[config.mk]
export PLATFORM = sky130hd
export DESIGN_NAME = cdb_scheduler
export DESIGN_NICKNAME = d
export VERILOG_FILES = /design/src/rtl/rv32cpu_type.sv /design/src/rtl/cdb_rr_picker.sv /design/src/rtl/cdb_scheduler.sv
export SDC_FILE = /design/constraint.sdc
export NUM_CORES = 1
export LEC_CHECK = 0
export ABC_AREA = 1
export ABC_CLOCK_PERIOD_IN_PS = 4000
export CAP_MARGIN = 40
export CELL_PAD_IN_SITES_DETAIL_PLACEMENT = 0
export CELL_PAD_IN_SITES_GLOBAL_PLACEMENT = 2
export CORE_MARGIN = 2
export CORE_UTILIZATION = 22
export CTS_CLUSTER_SIZE = 12
export DETAILED_ROUTE_END_ITERATION = 8
export GPL_TIMING_DRIVEN = 1
export HOLD_SLACK_MARGIN = 0.06
export PLACE_DENSITY_LB_ADDON = 0.1
export SLEW_MARGIN = 10
export SYNTH_ARGS = -nofsm -noshare
export SYNTH_HDL_FRONTEND = slang
export SYNTH_SLANG_ARGS = --single-unit
[constraint.sdc]
create_clock -name clk -period 4 [get_ports clk]
set_clock_uncertainty 0.05 [all_clocks]
set_input_delay 0.8 -clock clk [delete_from_list [all_inputs] [get_ports clk]]
set_output_delay 0.8 -clock clk [all_outputs]
set_load 0.01 [all_outputs]
[src/rtl/rv32cpu_type.sv]
// ---------------------------------------------------------------------------
// rv32cpu_type
// Shared CPU types. cdb_entry_t is the payload carried on the common data
// bus: a valid flag, the ROB tag of the producing instruction and the result
// value. ptr_width() sizes round-robin pointers so that a single-requester
// configuration still gets a 1-bit pointer.
// ---------------------------------------------------------------------------
package rv32cpu_type;

    localparam int XLEN  = 32;
    localparam int TAG_W = 6;

    typedef struct packed {
        logic             valid;
        logic [TAG_W-1:0] tag;
        logic [XLEN-1:0]  data;
    } cdb_entry_t;

    function automatic int ptr_width(input int n);
        return (n > 1) ? $clog2(n) : 1;
    endfunction

endpackage

[src/rtl/cdb_rr_picker.sv]
// ---------------------------------------------------------------------------
// cdb_rr_picker
// Purely combinational round-robin picker for the CDB scheduler. Scans the
// request vector starting at rr_ptr (wrapping modulo FUNC_UNITS) and grants
// the first CDB_WIDTH valid requesters it meets. The k-th grant is steered
// to lane k.
//
// Ports
//   valid      in   FUNC_UNITS    request vector (one bit per FU)
//   rr_ptr     in   PTR_W         first FU to consider this cycle
//   grant      out  FUNC_UNITS    one-hot-per-winner grant vector
//   lane_idx   out  PTR_W x LANES FU index feeding each lane
//   lane_valid out  CDB_WIDTH     lane carries a granted request
//   next_ptr   out  PTR_W         one past the last granted FU, or rr_ptr
//                                 when nothing was granted
// ---------------------------------------------------------------------------
module cdb_rr_picker
    import rv32cpu_type::*;
#(
    parameter  int FUNC_UNITS = 4,
    parameter  int CDB_WIDTH  = 2,
    localparam int PTR_W      = ptr_width(FUNC_UNITS),
    localparam int CNT_W      = $clog2(CDB_WIDTH + 1)
) (
    input  logic [FUNC_UNITS-1:0] valid,
    input  logic [PTR_W-1:0]      rr_ptr,
    output logic [FUNC_UNITS-1:0] grant,
    output logic [PTR_W-1:0]      lane_idx [CDB_WIDTH],
    output logic [CDB_WIDTH-1:0]  lane_valid,
    output logic [PTR_W-1:0]      next_ptr
);

    logic [CNT_W-1:0] taken;
    logic [PTR_W-1:0] idx;
    logic [PTR_W-1:0] last;
    int               sum;

    // Walk the FUs in priority order. 'taken' counts grants handed out so
    // far and doubles as the lane number for the next winner; lane indices
    // are only ever written through constant loop indices.
    always_comb begin
        grant      = '0;
        lane_valid = '0;
        for (int k = 0; k < CDB_WIDTH; k++) begin
            lane_idx[k] = '0;
        end
        taken    = '0;
        idx      = '0;
        last     = '0;
        sum      = 0;
        next_ptr = rr_ptr;

        for (int j = 0; j < FUNC_UNITS; j++) begin
            sum = int'(rr_ptr) + j;
            if (sum >= FUNC_UNITS) begin
                sum = sum - FUNC_UNITS;
            end
            idx = PTR_W'(sum);
            if (valid[idx] && (int'(taken) < CDB_WIDTH)) begin
                grant[idx] = 1'b1;
                for (int k = 0; k < CDB_WIDTH; k++) begin
                    if (int'(taken) == k) begin
                        lane_idx[k]   = idx;
                        lane_valid[k] = 1'b1;
                    end
                end
                last  = idx;
                taken = taken + 1'b1;
            end
        end

        // Resume just after the last winner so the next cycle starts with
        // the FU that was skipped longest.
        if (taken != '0) begin
            next_ptr = (int'(last) == FUNC_UNITS - 1) ? '0 : last + 1'b1;
        end
    end

endmodule

[src/rtl/cdb_scheduler.sv]
// ---------------------------------------------------------------------------
// cdb_scheduler
// Shares CDB_WIDTH common-data-bus broadcast lanes among FUNC_UNITS
// functional units. Each cycle up to CDB_WIDTH valid results are granted in
// round-robin order, acknowledged combinationally, and registered onto the
// CDB so they broadcast one cycle later.
//
// Ports
//   clk      in   1                       clock, all state on posedge
//   rst_n    in   1                       asynchronous active-low reset
//   fu_req   in   cdb_entry_t[FUNC_UNITS] per-FU result, .valid = request
//   fu_ack   out  FUNC_UNITS              combinational take strobe per FU
//   cdb_out  out  cdb_entry_t[CDB_WIDTH]  registered broadcast lanes
//   flush    in   1                       only with CDB_FLUSH_EN: squash
//
// Build options
//   CDB_FLUSH_EN  adds the flush port. While flush is high no request is
//                 acked, the next cdb_out is all invalid and rr_ptr holds.
// ---------------------------------------------------------------------------
module cdb_scheduler
    import rv32cpu_type::*;
#(
    parameter int FUNC_UNITS = 4,
    parameter int CDB_WIDTH  = 2
) (
    input  logic                  clk,
    input  logic                  rst_n,
    input  cdb_entry_t            fu_req  [FUNC_UNITS],
    output logic [FUNC_UNITS-1:0] fu_ack,
    output cdb_entry_t            cdb_out [CDB_WIDTH]
`ifdef CDB_FLUSH_EN
    ,
    input  logic                  flush
`endif
);

    localparam int PTR_W = ptr_width(FUNC_UNITS);

    // More lanes than requesters, or no lanes at all, is a configuration
    // error rather than something to quietly clamp.
    generate
        if (CDB_WIDTH < 1 || CDB_WIDTH > FUNC_UNITS) begin : g_bad_cfg
            $error("cdb_scheduler: CDB_WIDTH must lie in 1..FUNC_UNITS");
        end
    endgenerate

    logic [PTR_W-1:0]      rr_ptr;
    logic [PTR_W-1:0]      ptr_next;
    logic [PTR_W-1:0]      pick_next_ptr;
    logic [FUNC_UNITS-1:0] req_valid;
    logic [FUNC_UNITS-1:0] grant;
    logic [PTR_W-1:0]      lane_idx   [CDB_WIDTH];
    logic [CDB_WIDTH-1:0]  lane_valid;
    cdb_entry_t            lane_next  [CDB_WIDTH];
    logic                  flush_active;

`ifdef CDB_FLUSH_EN
    assign flush_active = flush;
`else
    assign flush_active = 1'b0;
`endif

    // Collect the request bits out of the entry structs for the picker.
    always_comb begin
        req_valid = '0;
        for (int i = 0; i < FUNC_UNITS; i++) begin
            req_valid[i] = fu_req[i].valid;
        end
    end

    cdb_rr_picker #(
        .FUNC_UNITS (FUNC_UNITS),
        .CDB_WIDTH  (CDB_WIDTH)
    ) u_picker (
        .valid      (req_valid),
        .rr_ptr     (rr_ptr),
        .grant      (grant),
        .lane_idx   (lane_idx),
        .lane_valid (lane_valid),
        .next_ptr   (pick_next_ptr)
    );

    // Flush gating and the lane mux. A flushed cycle acks nothing, loads
    // empty lanes and leaves the pointer where it was, so the squashed
    // requesters keep their turn once the flush drops.
    always_comb begin
        fu_ack   = grant & ~{FUNC_UNITS{flush_active}};
        ptr_next = flush_active ? rr_ptr : pick_next_ptr;
        for (int k = 0; k < CDB_WIDTH; k++) begin
            lane_next[k] = '0;
            if (lane_valid[k] && !flush_active) begin
                lane_next[k] = fu_req[lane_idx[k]];
            end
        end
    end

    // Pointer and broadcast registers. Reset drops whatever was in flight;
    // un-acked producers simply present their entries again.
    always_ff @(posedge clk or negedge rst_n) begin
        if (!rst_n) begin
            rr_ptr <= '0;
            for (int k = 0; k < CDB_WIDTH; k++) begin
                cdb_out[k] <= '0;
            end
        end else begin
            rr_ptr <= ptr_next;
            for (int k = 0; k < CDB_WIDTH; k++) begin
                cdb_out[k] <= lane_next[k];
            end
        end
    end

endmodule

==> flow_summary.html <==
<table>
<tr><th>Metric</th><th>Value</th></tr>
<tr><th colspan="2">Synthesis</th></tr>
<tr><td>Most instantiated flip-flop cell in the synthesis netlist</td><td>dfrtp_1</td></tr>
<tr><td>Synthesized area per cell</td><td>6.25 sq um</td></tr>
<tr><td>Count of state elements after synthesis</td><td>80</td></tr>
<tr><td>Cells after Synth</td><td>994</td></tr>
<tr><td>Top cell types by occurrence after synthesis</td><td>nor2_1, nand2_1, nand3_1, inv_1, dfrtp_1</td></tr>
<tr><td>Number of flops mapped to enable cells by yosys</td><td>0</td></tr>
<tr><td>Post-Synthesis Net Count</td><td>1,167</td></tr>
<tr><td>Register area share after synthesis</td><td>32.2%</td></tr>
<tr><td>Most frequent cell after synthesis</td><td>nor2_1</td></tr>
<tr><td>Synth async-reset ratio</td><td>100%</td></tr>
<tr><td>Post-synthesis cell area</td><td>6210 sq um</td></tr>
<tr><td>Cell type with the highest aggregate area in the netlist</td><td>dfrtp_1</td></tr>
<tr><td>Number of different library cells in the post-synthesis netlist</td><td>28</td></tr>
<tr><td>Cells taking the most area after synthesis</td><td>dfrtp_1, nor2_1, nand3_1, nand2_1, inv_1</td></tr>
<tr><td>Top cell type's share of synthesized area</td><td>32.2%</td></tr>
<tr><td>Yosys warns</td><td>0</td></tr>
<tr><th colspan="2">Timing</th></tr>
<tr><td>Fin. max-slew vios</td><td>0</td></tr>
<tr><td>Hold violation total from the final report</td><td>0</td></tr>
<tr><td>Number of setup violations in the final report</td><td>0</td></tr>
<tr><td>Unrepaired setup endpoints after global routing</td><td>false</td></tr>
<tr><td>Tmin final</td><td>3.64 ns</td></tr>
<tr><td>Share of the cycle needed by the critical path after routing</td><td>91.1%</td></tr>
<tr><td>Max-Slew Margin vs Limit</td><td>63.2%</td></tr>
<tr><td>Final setup TNS</td><td>0 ns</td></tr>
<tr><td>Slew at the pin closest to its max-slew limit</td><td>0.551 ns</td></tr>
<tr><td>F_max</td><td>274 MHz</td></tr>
<tr><th colspan="2">Routing</th></tr>
<tr><td>First-pass iteration count of the detailed router</td><td>5</td></tr>
<tr><td>Count of nets left with antenna violations after detail routing</td><td>0</td></tr>
<tr><td>First-iteration detailed-routing DRC count</td><td>385</td></tr>
<tr><td>Final wirelength</td><td>28,500 um</td></tr>
<tr><td>Detail-routed net length per standard cell</td><td>17.7 um</td></tr>
<tr><td>DRC</td><td>0</td></tr>
<tr><td>Via count of the routed design</td><td>7,239</td></tr>
<tr><td>Via density</td><td>4.48</td></tr>
<tr><th colspan="2">Placement</th></tr>
<tr><td>Detail Placement HPWL</td><td>19,700 um</td></tr>
<tr><td>I/O Buffers</td><td>239</td></tr>
<tr><td>Weighted congestion at the end of routability-driven global placement</td><td>0.798</td></tr>
<tr><th colspan="2">Worst setup path</th></tr>
<tr><td>Signal arrival time at the worst endpoint</td><td>2.79 ns</td></tr>
<tr><td>Beginning of the worst register-to-register path</td><td>rr_ptr[1]</td></tr>
<tr><td>Crit path cell chain</td><td>clkdlybuf4s50_1 &gt; inv_1 &gt; nand2_1 &gt; nand3_1 &gt; nand2_1 &gt; ha_1 &gt; inv_1 &gt; nand3_2 &gt; nand2_2 &gt; nand2_2 &gt; nand2_4 &gt; o221ai_1 &gt; dlymetal6s2s_1</td></tr>
<tr><td>Slowest cell on the critical path</td><td>clkdlybuf4s50_1</td></tr>
<tr><td>Worst Setup Path Type</td><td>in -&gt; out</td></tr>
<tr><td>Data required, critical path</td><td>3.15 ns</td></tr>
<tr><td>Crit path max fanout</td><td>5</td></tr>
<tr><td>Number of cells on the worst reg-to-reg path</td><td>19</td></tr>
<tr><td>Reg-to-Reg End</td><td>cdb_out[5]</td></tr>
<tr><td>Setup slack of the worst register-to-register path</td><td>0.70 ns</td></tr>
<tr><td>Max stage delay on crit path</td><td>0.42 ns</td></tr>
<tr><td>Critical Path End Type</td><td>output pin</td></tr>
<tr><td>CP endpoint</td><td>fu_ack[0]</td></tr>
<tr><td>Startpoint of the most critical setup path</td><td>fu_req[38]</td></tr>
<tr><td>Category of the worst setup path launch point</td><td>input port</td></tr>
<tr><th colspan="2">GRT</th></tr>
<tr><td>Overall track demand over capacity in global routing</td><td>19.3%</td></tr>
<tr><td>Number of antenna violations at the first check in global routing</td><td>4</td></tr>
<tr><td>Largest net degree at the start of global routing</td><td>43</td></tr>
<tr><td>Number of global-route vias before repair</td><td>7,257</td></tr>
<tr><td>Aggregate global routing overflow</td><td>0</td></tr>
<tr><td>Global-route wire length before repair</td><td>42,900 um</td></tr>
<tr><th colspan="2">Clocking</th></tr>
<tr><td>Maximum level of the CTS H-tree</td><td>3</td></tr>
<tr><td>TritonCTS Buffers</td><td>9</td></tr>
<tr><td>CTS Hold Buffers Added</td><td>0</td></tr>
<tr><td>Root buf cell</td><td>clkbuf_16</td></tr>
<tr><td>Clock transition at path regs</td><td>0.07 ns</td></tr>
<tr><td>CTS tree</td><td>yes</td></tr>
<tr><td>Clock sinks</td><td>80</td></tr>
<tr><td>Clock tree buffer depth</td><td>2</td></tr>
<tr><td>Post-CTS setup-driven buffer insertion count</td><td>0</td></tr>
<tr><td>Insertion delay of the later-clocked pin in the worst-skew pair</td><td>0.33 ns</td></tr>
<tr><th colspan="2">Worst hold path</th></tr>
<tr><td>Type of the tightest min-delay check</td><td>in -&gt; async</td></tr>
<tr><th colspan="2">Run status</th></tr>
<tr><td>Outcome</td><td>complete, no violations</td></tr>
<tr><th colspan="2">Floorplanning</th></tr>
<tr><td>Cell Rows</td><td>61</td></tr>
<tr><td>Floorplan die width</td><td>172 um</td></tr>
<tr><td>Initial cell density of the core</td><td>22.4%</td></tr>
<tr><td>Die Area</td><td>29,600 sq um</td></tr>
<tr><td>Height of the chip</td><td>172 um</td></tr>
<tr><td>Placeable core region</td><td>27,800 sq um</td></tr>
<tr><td>Total I/O pin count</td><td>240</td></tr>
<tr><th colspan="2">Flow run</th></tr>
<tr><td>Max Cap Violations</td><td>0</td></tr>
<tr><th colspan="2">Cells and area</th></tr>
<tr><td>Area overhead of the layout relative to synthesis</td><td>53.4%</td></tr>
<tr><td>Count of nets after finishing</td><td>1,404</td></tr>
<tr><td>Number of fill cells</td><td>3,085</td></tr>
<tr><td>Share of layout cells above drive strength 1</td><td>8.42%</td></tr>
</table>
## critical path, delay by kind of cell
kind / cells / cell delay (ns)
adders and majority gates: 1 / 0.23
AOI/OAI and AO/OA: 1 / 0.11
and+or+nand+nor: 7 / 0.74
buffers and inverters: 4 / 0.91
## cell type report
class	count	area, sq um	area share (%)
multi-input combinational	737	3390	35.6
timing repair buffer	292	2950	30.9
sequential	80	2000	21.0
tap	378	473	4.96
inverter	111	417	4.37
clock buffer	11	243	2.55
clock inverter	4	52.6	0.551
antenna	3	7.51	0.0788
## cell usage in the layout (no fill, tap or decap), types with 9 or more instances in the layout
cell / Yosys / layout
buf_12: 0 / 12
buf_4: 6 / 42
clkbuf_16: 0 / 9
clkdlybuf4s50_1: 0 / 234
dfrtp_1: 80 / 80
ha_1: 15 / 15
inv_1: 101 / 99
inv_2: 9 / 11
nand2_1: 197 / 195
nand2_2: 11 / 13
nand3_1: 172 / 172
nor2_1: 233 / 233
o21ai_0: 59 / 59
o21ai_1: 21 / 21
## through the flow
| stage | utilization [%] | hold slack, ns | instances | instance area (sq um) | setup WS [ns] |
|---|---|---|---|---|---|
| after global placement | 33.1 | 0.732 | 1597 | 9200 | 0.0412 |
| after CTS | 34.2 | 0.376 | 1613 | 9510 | 0.00921 |
| final | 34.3 | 0.354 | 1616 | 9530 | 0.355 |
| after detailed placement | 33.2 | 0.715 | 1598 | 9220 | 0.0238 |
| after global routing | 34.3 | 0.385 | 1615 | 9530 | 0.0903 |
| after floorplan | - | 0.454 | 994 | 6210 | 0.784 |
## flip-flops by register name, summed over array words and instances (netlist names)
name	flops
cdb_out	78
rr_ptr	2
## worst min path at each step
stage	end	cells past startpoint	slack [ns]	startpoint
final	cdb_out[73]	1	0.35	rst_n
after detailed placement	rr_ptr[1]	3	0.71	rr_ptr[1]
after global routing	cdb_out[73]	1	0.39	rst_n
after global placement	rr_ptr[1]	3	0.73	rr_ptr[1]
after CTS	cdb_out[73]	1	0.38	rst_n
after floorplan	cdb_out[0]	0	0.45	rst_n
## kinds of logic after synthesis
kind of cell	count (synthesis)	share of synthesized area, %
adders and majority gates	15	3.02
DFF	80	32.2
and+or+nand+nor	626	43.0
buffers and inverters	177	13.3
AOI/OAI and AO/OA	96	8.48
## routing by layer
metal / vias up / routed length (um) / GRT usage (%)
met1: 3401 / 12700 / 25.0
met4: 4 / 308 / 4.38
met3: 17 / 1640 / 3.36
met2: 216 / 13800 / 33.4
li1: 3601 / - / -
met5: - / 30 / 0
## repair_timing
| action | in CTS | in global routing |
|---|---|---|
| hold endpoints to repair | 0 | 0 |
| resized for setup | 0 | 5 |
| setup endpoints to repair | 0 | 4 |
Power is not shown: default switching activity piles up to over one toggle a cycle in this logic, so the estimate is an artifact.
